--- config.mk ---
export PLATFORM = sky130hd
export DESIGN_NAME = vga_timing_gen_flat
export DESIGN_NICKNAME = d
export VERILOG_FILES = /design/src/rtl/vga_timing_gen_if.sv /design/src/rtl/vga_timing_gen.sv /design/src/flat_wrapper.sv
export SDC_FILE = /design/constraint.sdc
export NUM_CORES = 1
export LEC_CHECK = 0
export ABC_AREA = 1
export BUFFER_PORTS_ARGS = -buffer_cell sky130_fd_sc_hd__clkbuf_2
export CAP_MARGIN = 5
export CORE_ASPECT_RATIO = 2
export CORE_MARGIN = 1.5
export CORE_UTILIZATION = 51
export DETAILED_ROUTE_END_ITERATION = 7
export PLACE_DENSITY = 0.76
export SLEW_MARGIN = 20
export SYNTH_ARGS = -nofsm -noshare
export SYNTH_HDL_FRONTEND = slang
export SYNTH_SLANG_ARGS = --single-unit
--- constraint.sdc ---
create_clock -name clk -period 1.6 [get_ports clk]
set_clock_uncertainty 0.05 [all_clocks]
set_input_delay 0.08 -clock clk [delete_from_list [all_inputs] [get_ports clk]]
set_output_delay 0.08 -clock clk [all_outputs]
set_load 0.01 [all_outputs]
--- src/rtl/vga_timing_gen_if.sv ---
// Raster timing bundle between the VGA timing generator and its consumers.
// The generator drives every signal here except en.
interface vga_timing_gen_if #(
    parameter int X_W = 10,
    parameter int Y_W = 10
);
    logic           en;
    logic           pix_en;
    logic           vgaclk;
    logic           hsync;
    logic           vsync;
    logic           sync_b;
    logic           blank_b;
    logic [X_W-1:0] x;
    logic [Y_W-1:0] y;
    logic           line_start;
    logic           frame_start;

    modport master (
        input  en,
        output pix_en, vgaclk, hsync, vsync, sync_b, blank_b,
        output x, y, line_start, frame_start
    );

    modport slave (
        output en,
        input  pix_en, vgaclk, hsync, vsync, sync_b, blank_b,
        input  x, y, line_start, frame_start
    );
endinterface

--- src/rtl/vga_timing_gen.sv ---
// Parametrised VGA raster timing generator: a phase accumulator produces the pixel
// enable and vgaclk, and x/y counters drive the registered sync, blank and strobe outputs.
module vga_timing_gen #(
    parameter int   ACC_W     = 16,
    parameter int   INC       = 34372,
    parameter int   H_ACTIVE  = 640,
    parameter int   H_FP      = 16,
    parameter int   H_SYNC    = 96,
    parameter int   H_BP      = 48,
    parameter int   V_ACTIVE  = 480,
    parameter int   V_FP      = 10,
    parameter int   V_SYNC    = 2,
    parameter int   V_BP      = 33,
    parameter logic HSYNC_POL = 1'b0,
    parameter logic VSYNC_POL = 1'b0,
    parameter int   X_W       = 10,
    parameter int   Y_W       = 10
) (
    input  logic            clk,
    input  logic            reset,
    vga_timing_gen_if.master vga
);
    localparam int H_TOTAL = H_ACTIVE + H_FP + H_SYNC + H_BP;
    localparam int V_TOTAL = V_ACTIVE + V_FP + V_SYNC + V_BP;

    localparam logic [ACC_W-1:0] INC_V    = ACC_W'(INC);
    localparam logic [X_W-1:0]   X_LAST   = X_W'(H_TOTAL - 1);
    localparam logic [Y_W-1:0]   Y_LAST   = Y_W'(V_TOTAL - 1);
    localparam logic [X_W-1:0]   X_ACT    = X_W'(H_ACTIVE);
    localparam logic [Y_W-1:0]   Y_ACT    = Y_W'(V_ACTIVE);
    localparam logic [X_W-1:0]   HS_START = X_W'(H_ACTIVE + H_FP);
    localparam logic [X_W-1:0]   HS_END   = X_W'(H_ACTIVE + H_FP + H_SYNC);
    localparam logic [Y_W-1:0]   VS_START = Y_W'(V_ACTIVE + V_FP);
    localparam logic [Y_W-1:0]   VS_END   = Y_W'(V_ACTIVE + V_FP + V_SYNC);

    logic [ACC_W-1:0] acc_q, acc_d;
    logic [ACC_W:0]   sum;
    logic [X_W-1:0]   x_q, x_d;
    logic [Y_W-1:0]   y_q, y_d;
    logic             pix_en_q, pix_en_d;
    logic             vgaclk_q, vgaclk_d;
    logic             hsync_q, hsync_d;
    logic             vsync_q, vsync_d;
    logic             sync_b_q, sync_b_d;
    logic             blank_b_q, blank_b_d;
    logic             line_start_q, line_start_d;
    logic             frame_start_q, frame_start_d;

    always_comb begin
        sum           = {1'b0, acc_q} + {1'b0, INC_V};
        acc_d         = '0;
        pix_en_d      = 1'b0;
        vgaclk_d      = 1'b0;
        x_d           = '0;
        y_d           = '0;
        hsync_d       = ~HSYNC_POL;
        vsync_d       = ~VSYNC_POL;
        sync_b_d      = 1'b0;
        blank_b_d     = 1'b0;
        line_start_d  = 1'b0;
        frame_start_d = 1'b0;

        // en low parks everything at the reset values so a restart begins at (0,0) without a strobe
        if (vga.en) begin
            acc_d    = sum[ACC_W-1:0];
            pix_en_d = sum[ACC_W];
            vgaclk_d = sum[ACC_W-1];
            x_d      = x_q;
            y_d      = y_q;
            if (pix_en_q) begin
                if (x_q == X_LAST) begin
                    x_d = '0;
                    y_d = (y_q == Y_LAST) ? '0 : y_q + 1'b1;
                end else begin
                    x_d = x_q + 1'b1;
                end
            end

            // Decodes use the next counter values so they register alongside the x/y they describe
            hsync_d       = (x_d >= HS_START && x_d < HS_END) ? HSYNC_POL : ~HSYNC_POL;
            vsync_d       = (y_d >= VS_START && y_d < VS_END) ? VSYNC_POL : ~VSYNC_POL;
            blank_b_d     = (x_d < X_ACT) && (y_d < Y_ACT);
            line_start_d  = pix_en_q && (x_d == '0);
            frame_start_d = line_start_d && (y_d == '0);
        end
    end

    always_ff @(posedge clk or posedge reset) begin
        if (reset) begin
            acc_q         <= '0;
            x_q           <= '0;
            y_q           <= '0;
            pix_en_q      <= 1'b0;
            vgaclk_q      <= 1'b0;
            hsync_q       <= ~HSYNC_POL;
            vsync_q       <= ~VSYNC_POL;
            sync_b_q      <= 1'b0;
            blank_b_q     <= 1'b0;
            line_start_q  <= 1'b0;
            frame_start_q <= 1'b0;
        end else begin
            acc_q         <= acc_d;
            x_q           <= x_d;
            y_q           <= y_d;
            pix_en_q      <= pix_en_d;
            vgaclk_q      <= vgaclk_d;
            hsync_q       <= hsync_d;
            vsync_q       <= vsync_d;
            sync_b_q      <= sync_b_d;
            blank_b_q     <= blank_b_d;
            line_start_q  <= line_start_d;
            frame_start_q <= frame_start_d;
        end
    end

    assign vga.pix_en      = pix_en_q;
    assign vga.vgaclk      = vgaclk_q;
    assign vga.hsync       = hsync_q;
    assign vga.vsync       = vsync_q;
    assign vga.sync_b      = sync_b_q;
    assign vga.blank_b     = blank_b_q;
    assign vga.x           = x_q;
    assign vga.y           = y_q;
    assign vga.line_start  = line_start_q;
    assign vga.frame_start = frame_start_q;
endmodule
--- src/flat_wrapper.sv ---
// flat-port wrapper written by rule: the top's interface ports become plain ports
module vga_timing_gen_flat 
#(
    parameter int   ACC_W     = 16,
    parameter int   INC       = 34372,
    parameter int   H_ACTIVE  = 640,
    parameter int   H_FP      = 16,
    parameter int   H_SYNC    = 96,
    parameter int   H_BP      = 48,
    parameter int   V_ACTIVE  = 480,
    parameter int   V_FP      = 10,
    parameter int   V_SYNC    = 2,
    parameter int   V_BP      = 33,
    parameter logic HSYNC_POL = 1'b0,
    parameter logic VSYNC_POL = 1'b0,
    parameter int   X_W       = 10,
    parameter int   Y_W       = 10
)
  (clk, reset, vga_en, vga_pix_en, vga_vgaclk, vga_hsync, vga_vsync, vga_sync_b, vga_blank_b, vga_x, vga_y, vga_line_start, vga_frame_start);
  vga_timing_gen_if #(.X_W(X_W), .Y_W(Y_W)) vga_i ();
  input  logic clk;
  input  logic reset;
  input wire logic [$bits(vga_i.en)-1:0] vga_en;
  output wire logic [$bits(vga_i.pix_en)-1:0] vga_pix_en;
  output wire logic [$bits(vga_i.vgaclk)-1:0] vga_vgaclk;
  output wire logic [$bits(vga_i.hsync)-1:0] vga_hsync;
  output wire logic [$bits(vga_i.vsync)-1:0] vga_vsync;
  output wire logic [$bits(vga_i.sync_b)-1:0] vga_sync_b;
  output wire logic [$bits(vga_i.blank_b)-1:0] vga_blank_b;
  output wire logic [$bits(vga_i.x)-1:0] vga_x;
  output wire logic [$bits(vga_i.y)-1:0] vga_y;
  output wire logic [$bits(vga_i.line_start)-1:0] vga_line_start;
  output wire logic [$bits(vga_i.frame_start)-1:0] vga_frame_start;
  assign vga_i.en = vga_en;
  assign vga_pix_en = vga_i.pix_en;
  assign vga_vgaclk = vga_i.vgaclk;
  assign vga_hsync = vga_i.hsync;
  assign vga_vsync = vga_i.vsync;
  assign vga_sync_b = vga_i.sync_b;
  assign vga_blank_b = vga_i.blank_b;
  assign vga_x = vga_i.x;
  assign vga_y = vga_i.y;
  assign vga_line_start = vga_i.line_start;
  assign vga_frame_start = vga_i.frame_start;
  vga_timing_gen #(.ACC_W(ACC_W), .INC(INC), .H_ACTIVE(H_ACTIVE), .H_FP(H_FP), .H_SYNC(H_SYNC), .H_BP(H_BP), .V_ACTIVE(V_ACTIVE), .V_FP(V_FP), .V_SYNC(V_SYNC), .V_BP(V_BP), .HSYNC_POL(HSYNC_POL), .VSYNC_POL(VSYNC_POL), .X_W(X_W), .Y_W(Y_W)) u_core (.clk(clk), .reset(reset), .vga(vga_i));
endmodule
==> flow_summary.toml <==
[run_status]
status = "finished with violations"
failed_checks = "setup timing"

[sta]
period_needed_ns = 1.90
worst_pin_slew_ns = 0.509
fmax_ghz = 0.527
final_hold_viol_count = 0
setup_viol = 16
fin_ws_ns = -0.297
finalCritPeriodShare = 1.19
maxSlewHeadroom = 0.661
drv_slew = 0
rsz0062_at_grt = "true"

[placement]
dp_hpwl_um = 4380
dpl-instance-area_sq_um = 2780
pre_cts_ws_ns = -0.285
gp_congestion = 0.931
port-buffer-count = 29
dp.cells = 418

[cts]
cts-htree-levels = 2
cts_root_buf = "clkbuf_8"
ctsLongestPathBuffers = 2
cts_sinks = 40
clk_pin_slew_ns = 0.08
clkLatencyLatePin_ns = 0.30
cts_buffers = 5
cts_tree = "done"

[floorplanning]
die_y_um = 96.8
fp.dieW_um = 49.9
rows = 34
io_pins = 31
start_util = 0.522
coreArea_sq_um = 4300
die-area_sq_um = 4830

[global_routing]
grt_max_degree = 41
overflow = 0
antenna_found_initial = 0
grt_usage = 0.267
grt_pass1_wl_um = 9730
grt_pass1_vias = 2314

[power]
p_int_mw = 1.41
p_per_area_nw_per_um2 = 570
switchingPower_uw = 507
switching_share = 0.264
p_seq_frac = 0.557
leakage_nw = 1.70
power.share.clock = 0.349
power_frac_comb = 0.094
max-vdd-ir-drop_mv = 0.928
p_total_mw = 1.92

[layout]
insertedDiodeCount = 0
layout_common_cells = "buf_4 (53), nand2_1 (39), nor2_1 (39), dfrtp_1 (38), inv_1 (32)"
area_growth_pct = 50.3
final_common_cell = "buf_4"
drive_gt1_frac = 0.490
instances_no_fill = 448
layout.nets = 400
final_cell_area_sq_um = 3370

[setup_path]
crit_arrival_ns = 2.08
timing.rr.end = "u_core.vga.frame_start"
crit_type = "reg2reg"
crit_fanout = 5
r2r-start = "u_core.vga.x[0]"
required_ns = 1.78
rr_worst_depth = 12
crit_path_end_kind = "flip-flop"
r2r_setup_slack_ns = -0.30
start_kind = "flip-flop"

[min_path]
min_path_type = "in2reg"
holdPathEnd = "u_core.acc_q[3]"
holdPathStages = 3
min_from = "vga_en"

[routing]
via_count = 2416
drc = 0
drt_iter0_markers = 97
routedWlPerCell_um = 16.0
drt-total-wl_um = 7160
via_per_inst = 5.39
ant_nets = 0
drt-pass1-iter-count = 4

[logic_synthesis]
synth_cell_types = 32
yosys_warnings = 0
synthArstFlopShare = 1.00
synth-main-ff-cell = "dfrtp_1"
ys_seq_area_frac = 0.448
synth-edff-count = 0
ys_seq_elements = 40
synthCells = 295
synth_area_sq_um = 2240
avgSynthCellArea_sq_um = 7.60
syn_nets = 302

[flow_run]
maxCapViolCount = 0
==> power by group through the flow <==
| stage | clock network, mW | logic [mW] | registers [mW] |
|---|---|---|---|
| 2_1_floorplan | 0 | 0.0927 | 1.08 |
| 3_3_place_gp | 0 | 0.141 | 1.08 |
| 3_5_place_dp | 0 | 0.145 | 1.08 |
| 4_1_cts | 0.675 | 0.150 | 1.06 |
| 5_1_grt | 0.728 | 0.201 | 1.07 |
| 6_report | 0.671 | 0.181 | 1.07 |
==> logic make-up (layout without fill, tap and decap cells) <==
group | after synthesis | in the layout | share of synthesized area
compound gates | 31 | 31 | 0.0765
xor+xnor | 6 | 6 | 0.0234
fa+ha+maj | 4 | 4 | 0.0223
buf+inv | 47 | 146 | 0.0859
flops | 40 | 40 | 0.448
other cells | 1 | 1 | 0.00167
simple gates | 166 | 166 | 0.343
==> critical path, stage by stage, from the launching register on <==
cell     delay [ns]
dfrtp_1        0.41
ha_4           0.18
nand2_4        0.06
nor2_4         0.15
nand3_4        0.10
nor2_4         0.17
buf_6          0.14
nand4_1        0.15
nand3_4        0.14
nand2_1        0.06
inv_1          0.06
nand3_1        0.07
nor2_1         0.09
==> flip-flops by register name (all words and copies together) (netlist names) <==
signal and cells:
u_core.acc_q 14, u_core.vga.pix_en 1, u_core.vga.line_start 1, u_core.vga.x 10, u_core.vga.hsync 1, u_core.vga.y 10
u_core.vga.vsync 1, u_core.vga.blank_b 1, u_core.vga.frame_start 1
==> through the flow <==
stage	utilization	hold slack [ns]	TNS, ns
floorplan	-	0.246	-0.509
global placement	0.647	0.155	-1.17
detailed placement	0.647	0.174	-1.78
CTS	0.681	0.0820	-1.60
global route	0.784	0.108	-4.63
finish	0.784	0.106	-2.48
==> per-layer routing <==
metal | vias up | routed length, um | global-route usage
li1 | 1131 | - | -
met1 | 1163 | 2400 | 0.250
met2 | 81 | 4050 | 0.504
met3 | 41 | 228 | 0.0417
met4 | 0 | 480 | 0.169
met5 | - | 0 | 0
==> worst max-delay path by stage <==
stage,startpoint,end,slack (ns),cells past startpoint
after floorplan,u_core.vga.x[0],u_core.vga.vsync,-0.15,13
after global placement,u_core.vga.x[0],u_core.vga.frame_start,-0.21,9
after detailed placement,u_core.vga.x[0],u_core.vga.frame_start,-0.29,9
after CTS,u_core.vga.x[0],u_core.vga.frame_start,-0.22,12
after global routing,u_core.vga.x[0],u_core.vga.frame_start,-0.44,12
final,u_core.vga.x[0],u_core.vga.frame_start,-0.30,12
==> cell type report <==
class	instances	area [sq um]
inverters	40	150
clock buffers	6	72.6
repair buffers	98	731
multi-input cells	208	1330
fillers	291	927
flip-flops and latches	40	1000
clock inverters	2	12.5
well taps	54	67.6
==> Yosys cell counts (3+ instances only) <==
master    instances  area share
o21ai_1           5       0.011
inv_1            38       0.064
clkbuf_1          3      0.0050
nor2_4            4       0.020
nand4_1           4       0.011
nand2_1          55       0.092
o21ai_0           7       0.016
xor2_1            5       0.020
o21ai_2           3       0.012
ha_1              4       0.022
nand3_1          25       0.056
nor3_1            5       0.011
nor2_1           59       0.099
nand2_2           7       0.020
dfrtp_1          38        0.42
a21oi_1          14       0.031
==> timing repair <==
item                                    CTS  global route
hold buffers                              1             0
endpoints found under the setup margin   16            24
cloned                                    0             0
hold endpoints to repair                 38             0
pin swaps                                 3            34
buffers inserted                          1            23
resized for setup                        10            90
Note: power is estimated with default switching activity, not from simulation.
